--- config.mk ---
export PLATFORM = sky130hd
export DESIGN_NAME = ccff_chain_loader
export DESIGN_NICKNAME = d
export VERILOG_FILES = /design/src/rtl/ccff_chain_loader.sv
export SDC_FILE = /design/constraint.sdc
export NUM_CORES = 1
export LEC_CHECK = 0
export CORE_ASPECT_RATIO = 0.7
export CORE_MARGIN = 3
export CORE_UTILIZATION = 55
export DETAILED_ROUTE_END_ITERATION = 7
export PLACE_DENSITY = 0.78
export SETUP_SLACK_MARGIN = 0.05
export SLEW_MARGIN = 20
export SYNTH_ARGS = -nofsm -noshare
export SYNTH_HDL_FRONTEND = slang
export SYNTH_SLANG_ARGS = --single-unit
export TNS_END_PERCENT = 100
--- constraint.sdc ---
create_clock -name prog_clk -period 10.75 [get_ports prog_clk]
set_input_delay 1.075 -clock prog_clk [delete_from_list [all_inputs] [get_ports prog_clk]]
set_output_delay 1.075 -clock prog_clk [all_outputs]
set_load 0.01 [all_outputs]
--- src/rtl/ccff_chain_loader.sv ---
// ccff_chain_loader
// Configuration-chain bitstream writer. Accepts WORD_W-bit words over a
// valid/ready stream and serializes them MSB-first onto ccff_head. The chain
// shift enable is asserted for exactly CHAIN_LEN bits per load. The final
// partial word keeps only its MSBs. tail_parity accumulates the XOR of every
// ccff_tail bit captured while the chain is enabled.
//
// Ports:
//   prog_clk     configuration clock (rising edge)
//   pReset       synchronous active-high reset
//   start        begin a load (honoured only when idle)
//   cfg_data     configuration word, bit [WORD_W-1] shifted first
//   cfg_valid    cfg_data valid
//   cfg_ready    word accepted this cycle when cfg_valid is also high
//   ccff_head    serial data into the chain (registered)
//   ccff_clk_en  chain shift enable, aligned with ccff_head
//   ccff_tail    serial data out of the chain end
//   busy         load in progress (SHIFT or DONE)
//   done         one-cycle completion pulse
//   tail_parity  XOR of ccff_tail bits captured during the last load
module ccff_chain_loader #(
  parameter int WORD_W    = 32,
  parameter int CHAIN_LEN = 1024,
  parameter int CNT_W     = $clog2(CHAIN_LEN + 1)
) (
  input  logic              prog_clk,
  input  logic              pReset,
  input  logic              start,
  input  logic [WORD_W-1:0] cfg_data,
  input  logic              cfg_valid,
  output logic              cfg_ready,
  output logic              ccff_head,
  output logic              ccff_clk_en,
  input  logic              ccff_tail,
  output logic              busy,
  output logic              done,
  output logic              tail_parity
);

  localparam int SW = $clog2(WORD_W + 1);

  typedef enum logic [1:0] {IDLE, SHIFT, DONE} state_t;

  state_t            state_q, state_d;
  logic [WORD_W-1:0] sreg_q;       // bits not yet presented, MSB next
  logic [SW-1:0]     scnt_q;       // number of valid bits left in sreg_q
  logic [CNT_W-1:0]  bits_acc_q;   // bits accepted from words this load
  logic [CNT_W-1:0]  bits_sent_q;  // bits captured by the chain this load
  logic              head_q, en_q, par_q;

  logic [CNT_W-1:0]  rem;
  logic [SW-1:0]     nbits;
  logic              accept, last_bit;

  always_comb begin
    rem      = CNT_W'(CHAIN_LEN) - bits_acc_q;
    nbits    = (32'(rem) >= WORD_W) ? SW'(WORD_W) : SW'(rem);
    // The bit currently on ccff_head is already out of sreg_q, so an empty
    // sreg_q means the last held bit is shifting now: accepting here gives
    // back-to-back words with no bubble.
    cfg_ready = (state_q == SHIFT) && (scnt_q == '0) &&
                (bits_acc_q != CNT_W'(CHAIN_LEN));
    accept   = cfg_valid && cfg_ready;
    last_bit = en_q && (bits_sent_q == CNT_W'(CHAIN_LEN - 1));
  end

  always_comb begin
    state_d = state_q;
    case (state_q)
      IDLE:    if (start) state_d = SHIFT;
      SHIFT:   if (last_bit) state_d = DONE;
      DONE:    state_d = IDLE;
      default: state_d = IDLE;
    endcase
  end

  always_ff @(posedge prog_clk) begin
    if (pReset) state_q <= IDLE;
    else        state_q <= state_d;
  end

  always_ff @(posedge prog_clk) begin
    if (pReset) begin
      sreg_q      <= '0;
      scnt_q      <= '0;
      bits_acc_q  <= '0;
      bits_sent_q <= '0;
      head_q      <= 1'b0;
      en_q        <= 1'b0;
      par_q       <= 1'b0;
    end else begin
      en_q <= 1'b0;
      // The chain captures head and we sample tail on the same edge.
      if (en_q) begin
        par_q       <= par_q ^ ccff_tail;
        bits_sent_q <= bits_sent_q + 1'b1;
      end
      case (state_q)
        IDLE: if (start) begin
          sreg_q      <= '0;
          scnt_q      <= '0;
          bits_acc_q  <= '0;
          bits_sent_q <= '0;
          par_q       <= 1'b0;
        end
        SHIFT: begin
          if (accept) begin
            // MSB goes straight to the output; the rest waits in sreg_q.
            // Discarded LSBs of a partial word are never counted in scnt_q.
            head_q     <= cfg_data[WORD_W-1];
            en_q       <= 1'b1;
            sreg_q     <= cfg_data << 1;
            scnt_q     <= nbits - SW'(1);
            bits_acc_q <= bits_acc_q + CNT_W'(nbits);
          end else if (scnt_q != '0) begin
            head_q <= sreg_q[WORD_W-1];
            en_q   <= 1'b1;
            sreg_q <= sreg_q << 1;
            scnt_q <= scnt_q - SW'(1);
          end
          // otherwise stall: enable low, head holds
        end
        default: ;
      endcase
    end
  end

  assign ccff_head   = head_q;
  // Gate with reset so the chain stops shifting in the reset cycle itself.
  assign ccff_clk_en = en_q && !pReset;
  assign busy        = (state_q != IDLE);
  assign done        = (state_q == DONE);
  assign tail_parity = par_q;

endmodule

Word level (Yosys, flattened, before mapping) --
Cells that the tools add are included.
Word-level totals: ROM bits 0, bits in registers 65, bits of input ports 37, memory bits (writable) 0, bits in latches 0, memories kept 0
Cells by class: equality and inequality tests 8, mux-type cells 25, reductions and logical operators 17, bitwise logic cells 2, multipliers 0, magnitude comparators 1, shift operators 0, add/subtract/negate cells 5, div/mod/pow operators 0
Operators with widths (count):
- two-way mux 32 bit | 3
- case mux 32 bit (2 select lines) | 1
- two-way mux 11 bit | 5
- two-way mux 6 bit | 4
- case mux 11 bit (2 select lines) | 1
- case mux 6 bit (2 select lines) | 1
- subtractor 6 x 1 -> 6 bit, second input constant | 2
- adder 11 x 1 -> 11 bit, second input constant | 1
- adder 11 x 6 -> 11 bit | 1
- equality test 11 x 10 -> 1 bit, second input constant | 1
- greater-or-equal comparator 11 x 6 -> 1 bit, second input constant | 1
- != test 11 bit, second input constant | 1
- subtractor 11 bit, first input constant | 1
- two-way mux 1 bit | 7
- logical NOT 6 bit | 1
- != test 2 bit, second input constant | 3
- AND reduction 3 bit | 2
- nonzero test 2 bit | 3
- nonzero test 6 bit | 1
- logical AND 1 bit | 5
- two-way mux 2 bit | 2
- case mux 2 bit (2 select lines) | 1
- AND reduction 2 bit | 2
- != test 3 x 2 -> 1 bit, second input constant | 1
- other kinds (7) | 7

Longest topological paths before layout --
Gate-level depths: netlist of the first run.
depth in word-level cells 6, depth in mapped cells 16

Worst setup path before layout of the first run --
OpenSTA, ideal clock, no wires.
kind register to register, from register bits_acc_q[0], to register bits_acc_q[6], stages on the path, launching flop included 17, arrival time 3371 ps, period minus slack after synthesis 3498 ps, slack 7252 ps, path buffers 1, cell sequence dfxtp_1 -> clkbuf_1 -> inv_1 -> ha_1 -> nor2b_1 -> nor3_1 -> a32oi_1 -> nand2_1 -> and2_1 -> fa_1 -> a21oi_1 -> a21oi_1 -> o31ai_1 -> a22oi_1 -> o21ai_1 -> xor2_1 -> nor2_1
Between the ends: word-level cells in the longest chain between the ends 6, elaborated cells on any way between the ends 11
Ends and longest elaborated chain:
- start: declaration | RTL line 47 | logic [CNT_W-1:0] bits_acc_q;
- start signal: assignment | RTL line 114 | bits_acc_q <= bits_acc_q + CNT_W'(nbits);
- subtractor 11 bit | RTL line 56 | rem = CNT_W'(CHAIN_LEN) - bits_acc_q;
- greater-or-equal comparator 11 x 6 -> 1 bit | RTL line 57 | nbits = (32'(rem) >= WORD_W) ? SW'(WORD_W) : SW'(rem);
- two-way mux 6 bit | RTL line 57
- adder 11 x 6 -> 11 bit | RTL line 114
- two-way mux 11 bit | RTL line 107 | if (accept) begin
- case mux 11 bit (2 select lines) | RTL line 98 | case (state_q)
Several ways; a longest one is shown, not always the timed one. The select of a mux whose other input is x is not followed. A chain may end at the register's enable or synchronous reset.

Worst setup path after layout of the first run --
Same ends and word-level chain as after synthesis.

==> summary.md, run 1 <==
| Metric | Value |
|---|---|
| First-pass GRT wire length | `14700 um` |
| Sequential area share after synthesis | `between 30% and 40%` |
| Syn Std Cell Area | `approximately 0.0037 sq mm` |
| Vias in the first global route | `3033` |
| Die ar. | `approximately 0.0078 sq mm` |
| Final Skew | `around 0.0065 ns` |
| Initial DRC Count | `a little over 200` |
| Fin area | `approximately 0.0043 sq mm` |
| Clock Latency Late Sink | `0.35 ns` |
| Worst-path fanout max | `12` |
| Hold Path Class | `register to register` |
| Cts repair resizes | `0` |
| Synth unique cells | `between 50 and 60` |
| Chip Height | `approximately 75 um` |
| Num Clock Sinks | `64` |
| Share of post-route cells with drive strength above 1 | `between 10% and 20%` |
| Worst slew margin | `approximately 42%` |
| Core ar. | `around 0.0064 sq mm` |
| Die width | `about 100 um` |
| Final hold slack | `0.502 ns` |
| Setup ws final | `6.31 ns` |
| Ranking of synthesized cells by area | `dfxtp_1, a311oi_2, nor2_1` |
| Prevailing post-synth register cell | `dfxtp_1` |
| RSZ-0062 raised after global routing | `no` |
| FF+latch count, synth | `64` |
| Finish-stage setup viols | `0` |
| Remaining DRCs | `0` |
| Leak | `roughly 1.4 nW` |
| Max-slew violation count | `0` |
| Diode count | `0` |
| Synthesized area per cell | `a little over 8 sq um` |
| Max clock buf depth | `2` |
| DR vias/cell | `5.92` |
| Total CTS buffers | `9` |
| Pwr Density | `between 100 and 150 mW/mm^2` |
| Max-Cap Viols | `0` |
| CTS clk-pin slew, worst paths | `approximately 0.07 ns` |
| Post-DP HPWL | `6080 um` |
| CTS tree | `yes` |
| Rows | `24` |
| Post-CTS setup buffer count | `0` |
| DRT Pass-1 Iters | `5` |
| Worst slew pin tran | `0.865 ns` |
| Setup crit end kind | `register` |
| Setup WS pre-CTS | `between 6 and 7 ns` |
| Hold-fix buffers, CTS | `0` |
| Initial core utilization | `between 50 and 60%` |
| IO Pins | `43` |
| Post-synth ARST share | `0%` |
| Yosys warns | `0` |
| CP Data Required Time | `between 10 and 15 ns` |
| Final GP Congestion | `about 0.9` |
| Net count after synthesis | `a little under 500` |
| Overflow after GRT | `0` |
| Htree depth | `3` |
| Avg WL per Cell | `15.6 um` |
| Final WL | `between 8000 and 9000 um` |
| Worst EP arrival | `4.64 ns` |
| Fmax | `between 200 and 250 MHz` |
| Via count | `3349` |
| Final ANT Viol Nets | `0` |
| Synthesized netlist cell count | `between 400 and 500` |
| Final min period | `between 4 and 5 ns` |
| CTS Root Cell | `clkbuf_8` |
| Largest net degree at the start of global routing | `just over 60` |
| Critical path class | `register to register` |
| Max VDD drop | `110 uV` |
| DP Area | `~0.004 sq mm` |
| Final Hold Viols | `0` |
| GRT Resource Usage Total | `a little under a quarter` |
| EDFF count, synth | `0` |
| Port buffer count | `between 40 and 50` |
| Crit path launch type | `register` |
| Initial antenna violation count | `0` |
| Layout area overhead | `15.2%` |
| Post-route setup TNS | `0 ns` |
| Share of the synthesized area in the top cell type | `34.3%` |
| Layout Nets | `around 510` |
| Leading area contributor after synthesis | `dfxtp_1` |
| Status | `complete, no violations` |
| Final worst path period share | `between 40 and 50%` |
==> power breakdown <==
part | leakage, nW | switching, W | total [W] | internal, W
Sequential | 0.523 | 0.0000119 | 0.000266 | 0.000254
Clock | 0.0876 | 0.0000905 | 0.000198 | 0.000107
Combinational | 0.826 | 0.0000713 | 0.000123 | 0.0000517
Total | 1.44 | 0.000174 | 0.000587 | 0.000413
==> cell families after synthesis <==
family	count (synthesis)	share of synthesized area, %
buf+inv	43	5.53
mux	3	0.838
compound gates	94	23.7
flops	64	34.3
fa+ha+maj	6	2.21
simple gates	220	29.0
xor+xnor	19	4.46
==> flip-flops by register name, indices dropped and copies added, names as in the netlist <==
signal,count
bits_acc_q,11
bits_sent_q,11
ccff_head,1
en_q,1
scnt_q,6
sreg_q,31
state_q,2
tail_parity,1
==> critical path: stages, from the launching register on <==
cell,delay (ns)
dfxtp_1,0.42
inv_1,0.16
ha_1,0.41
nor2b_1,0.28
nor3_1,0.10
a32oi_1,0.45
nand2_1,0.41
and2_1,0.34
fa_1,0.45
a21oi_1,0.30
a21oi_1,0.10
o31ai_1,0.22
a22oi_1,0.13
o21ai_1,0.29
xor2_1,0.19
nor2_1,0.06
==> synth_stat cells, types with 5 or more instances <==
| cell | n |
|---|---|
| inv_1 | 7 |
| nand3_1 | 36 |
| nand2_1 | 52 |
| xnor2_1 | 10 |
| nor3_1 | 11 |
| nor2b_1 | 5 |
| dfxtp_1 | 64 |
| nand2b_1 | 6 |
| ha_1 | 5 |
| nor2_1 | 71 |
| xor2_1 | 9 |
| nand4_1 | 10 |
| a21oi_1 | 24 |
| buf_2 | 9 |
| a311oi_2 | 30 |
| o21ai_1 | 8 |
| clkbuf_1 | 19 |
| or3_1 | 7 |
==> per-stage QoR <==
stage | power (W) | cells | utilization (%)
after detailed placement | 0.000394 | 550 | 64.4
after global placement | 0.000389 | 550 | 64.4
after global routing | 0.000616 | 566 | 67.2
final | 0.000587 | 566 | 67.2
after floorplan | 0.000362 | 449 | -
after CTS | 0.000592 | 566 | 67.2
==> metal layers <==
layer	routed length (um)	share of wire [%]	global-route usage [%]	up-vias
met3	763	8.6	8.05	12
met4	134	1.5	9.00	0
li1	-	-	-	1647
met1	4200	48	33.4	1570
met5	0	0	0	-
met2	3740	42	33.2	120
==> layout make-up <==
type                    count  area, sq um
multi-input cells         342         2250
fillers                   531         2100
flip-flops and latches     64         1280
repair buffers             45          438
clock buffers              13          139
well taps                  91          114
clock inverters             3         42.5
inverters                   8         30.0
==> worst paths after layout <==
kind / cells past startpoint / from / slack [ns] / to
max: 15 / bits_acc_q[0] / 6.31 / bits_acc_q[6]
max reg2reg: 15 / bits_acc_q[0] / 6.31 / bits_acc_q[6]
min: 2 / sreg_q[1] / 0.50 / sreg_q[1]
min reg2reg: 2 / sreg_q[1] / 0.50 / sreg_q[1]
==> placed cells by master, fill, tap and decap left out, drive strengths merged, types with 4 or more instances in the layout <==
cell / Yosys / final
clkbuf: 19 / 13
a31oi: 4 / 4
xor2: 9 / 9
dfxtp: 64 / 64
a21oi: 26 / 26
buf: 16 / 4
nand2: 52 / 52
clkdlybuf4s50: 0 / 41
nand3: 36 / 36
nand4: 12 / 12
nor2b: 5 / 5
and2: 4 / 4
a211oi: 4 / 4
ha: 5 / 5
nor3: 12 / 12
o21ai: 13 / 13
nand2b: 6 / 6
nor2: 72 / 72
xnor2: 10 / 10
a311oi: 30 / 30
or3: 7 / 7
inv: 8 / 8
Power figures use the tool's default switching activity.
==> run 2: changes to the inputs <==
Clock period 10.75 ns to 4.35 ns, I/O delays scaled along.
==> run 2 against run 1 <==
Combinational power grew 150%. Maximum frequency increased by 20%. Sequential power up 150%. Power increased by 140%. Via count is 2.1% higher. Cell count grew 0.88%.
==> summary.md, run 2 (synthesized netlist as in run 1, its figures left out) <==
| Metric | Value |
|---|---|
| CTS Root Cell | `clkbuf_8 (unchanged)` |
| Max-slew violation count | `0 (unchanged)` |
| Total power | `0.00139 W (was 0.000587 W)` |
| Combinational Power Share | `21.9% (was 21.0%)` |
| Initial DRC Count | `321 (was 205)` |
| Chip Height | `74.9 um (unchanged)` |
| Switch share | `30.9% (was 29.6%)` |
| Cell class contributing the biggest share of worst-path delay | `compound AO/OA/AOI/OAI gates (unchanged)` |
| Post-CTS setup buffer count | `0 (unchanged)` |
| Critical path class | `register to register (unchanged)` |
| Largest net degree at the start of global routing | `42 (was 61)` |
| P_sw | `0.000429 W (was 0.000174 W)` |
| Avg WL per Cell | `15.7 um (was 15.6 um)` |
| IO Pins | `43 (unchanged)` |
| Clock Latency Late Sink | `0.34 ns (was 0.35 ns)` |
| Worst slew pin tran | `0.790 ns (was 0.865 ns)` |
| Seq pwr share | `47.5% (was 45.4%)` |
| Remaining DRCs | `0 (unchanged)` |
| Highest metal used | `met4 (unchanged)` |
| Max reg flops | `31 (unchanged)` |
| Status | `complete, no violations (unchanged)` |
| Rows | `24 (unchanged)` |
| Pwr Density | `321 mW/mm^2 (was 137 mW/mm^2)` |
| Final ANT Viol Nets | `0 (unchanged)` |
| Worst EP arrival | `3.90 ns (was 4.64 ns)` |
| Hold-fix buffers, CTS | `0 (unchanged)` |
| Max VDD drop | `239 uV (was 110 uV)` |
| Initial antenna violation count | `0 (unchanged)` |
| Die ar. | `0.00783 sq mm (unchanged)` |
| Cell-internal power | `0.000958 W (was 0.000413 W)` |
| Vias in the first global route | `3064 (was 3033)` |
| CTS clk-pin slew, worst paths | `0.07 ns (about the same)` |
| Max-Cap Viols | `0 (unchanged)` |
| Post-DP HPWL | `6410 um (was 6080 um)` |
| Slowest CP cell | `dfxtp_1 (was a32oi_1)` |
| Die width | `104 um (unchanged)` |
| Share of post-route cells with drive strength above 1 | `14.8% (was 13.5%)` |
| Top Registers | `sreg_q: 31 flops, bits_acc_q: 11 flops, bits_sent_q: 11 flops (unchanged)` |
| Final Hold Viols | `0 (unchanged)` |
| Worst path cell trace | `inv_1, ha_1, nor2b_1, nor3_1, a32oi_1, nand2_1, buf_4, and2_1, ha_1, a21oi_1, a21oi_1, o31ai_1, a22oi_1, o21ai_1, xor2_1, nor2_1 (was inv_1, ha_1, nor2b_1, nor3_1, a32oi_1, nand2_1, and2_1, fa_1, a21oi_1, a21oi_1, o31ai_1, a22oi_1, o21ai_1, xor2_1, nor2_1)` |
| Core ar. | `0.00640 sq mm (unchanged)` |
| First-pass GRT wire length | `14900 um (was 14700 um)` |
| Final hold slack | `0.434 ns (was 0.502 ns)` |
| Via count | `3418 (was 3349)` |
| Max clock buf depth | `2 (unchanged)` |
| Final min period | `3.70 ns (was 4.44 ns)` |
| Worst-path fanout max | `11 (was 12)` |
| M1 WL | `4300 um (was 4200 um)` |
| Fin area | `0.00432 sq mm (was 0.00430 sq mm)` |
| Hold Path Class | `primary input to register (was register to register)` |
| Cts repair resizes | `0 (unchanged)` |
| Finish-stage setup viols | `0 (unchanged)` |
| CP Data Required Time | `4.55 ns (was 10.96 ns)` |
| Htree depth | `3 (unchanged)` |
| Overflow after GRT | `0 (unchanged)` |
| Final WL | `8960 um (was 8840 um)` |
| Max stage delay on crit path | `0.56 ns (was 0.45 ns)` |
| Commonest cells after routing, fill and taps aside | `nor2_1, dfxtp_1, nand2_1 (unchanged)` |
| GRT Resource Usage Total | `23.7% (was 23.6%)` |
| Clock power share | `30.6% (was 33.7%)` |
| Final worst path period share | `85.1% (was 41.3%)` |
| Leak | `1.46 nW (was 1.44 nW)` |
| Port buffer count | `42 (unchanged)` |
| DRT Pass-1 Iters | `4 (was 5)` |
| Crit path buf inv count | `2 (was 1)` |
| Diode count | `0 (unchanged)` |
| CTS tree | `yes (unchanged)` |
| Initial core utilization | `58.4% (unchanged)` |
| Final GP Congestion | `0.925 (was 0.899)` |
| Layout area overhead | `15.7% (was 15.2%)` |
| Final Core Density | `67.5% (was 67.2%)` |
| Num Clock Sinks | `64 (unchanged)` |
| Fillers | `542 (was 531)` |
| DR vias/cell | `5.99 (was 5.92)` |
| Final Skew | `0.00933 ns (was 0.00649 ns)` |
| RSZ-0062 raised after global routing | `no (unchanged)` |
| Total CTS buffers | `9 (unchanged)` |
| Most common cell after layout, fill and taps aside | `nor2_1 (unchanged)` |
| WL met3 | `701 um (was 763 um)` |
| Setup crit end kind | `register (unchanged)` |
| WL met2 | `3840 um (was 3740 um)` |
| Worst slew margin | `47.3% (was 42.2%)` |
| Top reg by flops | `sreg_q (unchanged)` |
| Layout Nets | `519 (was 513)` |
| Fmax | `270 MHz (was 225 MHz)` |
| Post-route setup TNS | `0 ns (unchanged)` |
| DP Area | `0.00416 sq mm (was 0.00412 sq mm)` |
| Crit path launch type | `register (unchanged)` |
[run 2: cell types whose count changed in the layout (fill, tap and decap cells not counted)]
cell	previous run	this run
bufinv_16	1	0
clkinv_2	1	3
buf_4	3	9
clkbuf_1	4	2
[run 2: metrics by stage]
stage                     cells  setup slack, ns
final                       571            0.649
after global routing        571            0.287
after CTS                   571            0.743
after detailed placement    556            0.778
after global placement      556            0.860
after floorplan             449            0.852
[run 2: cell type report]
| class | count | area [sq um] | share of cell area, % |
|---|---|---|---|
| well taps | 91 | 114 | 2.64 |
| clock inverters | 4 | 22.5 | 0.522 |
| flip-flops and latches | 64 | 1280 | 29.7 |
| multi-input cells | 342 | 2250 | 52.2 |
| inverters | 8 | 30.0 | 0.696 |
| clock buffers | 11 | 131 | 3.04 |
| repair buffers | 51 | 483 | 11.2 |
[run 2: routing by layer]
| layer | track usage (%) | vias up |
|---|---|---|
| li1 | - | 1663 |
| met1 | 33.9 | 1611 |
| met2 | 35.4 | 131 |
| met4 | 6.64 | 0 |
| met5 | 0 | - |
| met3 | 6.43 | 13 |
[run 2: power groups by stage]
stage | sequential [W] | combinational [W] | clock [W]
3_5_place_dp | 0.000671 | 0.000303 | 0
4_1_cts | 0.000658 | 0.000304 | 0.000436
5_1_grt | 0.000664 | 0.000331 | 0.000468
6_report | 0.000659 | 0.000304 | 0.000424
2_1_floorplan | 0.000663 | 0.000233 | 0
3_3_place_gp | 0.000669 | 0.000296 | 0
[run 2: final timing paths]
path | to | from | slack [ns] | cells past startpoint
hold reg to reg | scnt_q[1] | scnt_q[1] | 0.50 | 2
hold / removal | sreg_q[3] | pReset | 0.43 | 2
setup reg to reg | bits_acc_q[6] | bits_acc_q[0] | 0.65 | 16
setup / recovery | bits_acc_q[6] | bits_acc_q[0] | 0.65 | 16
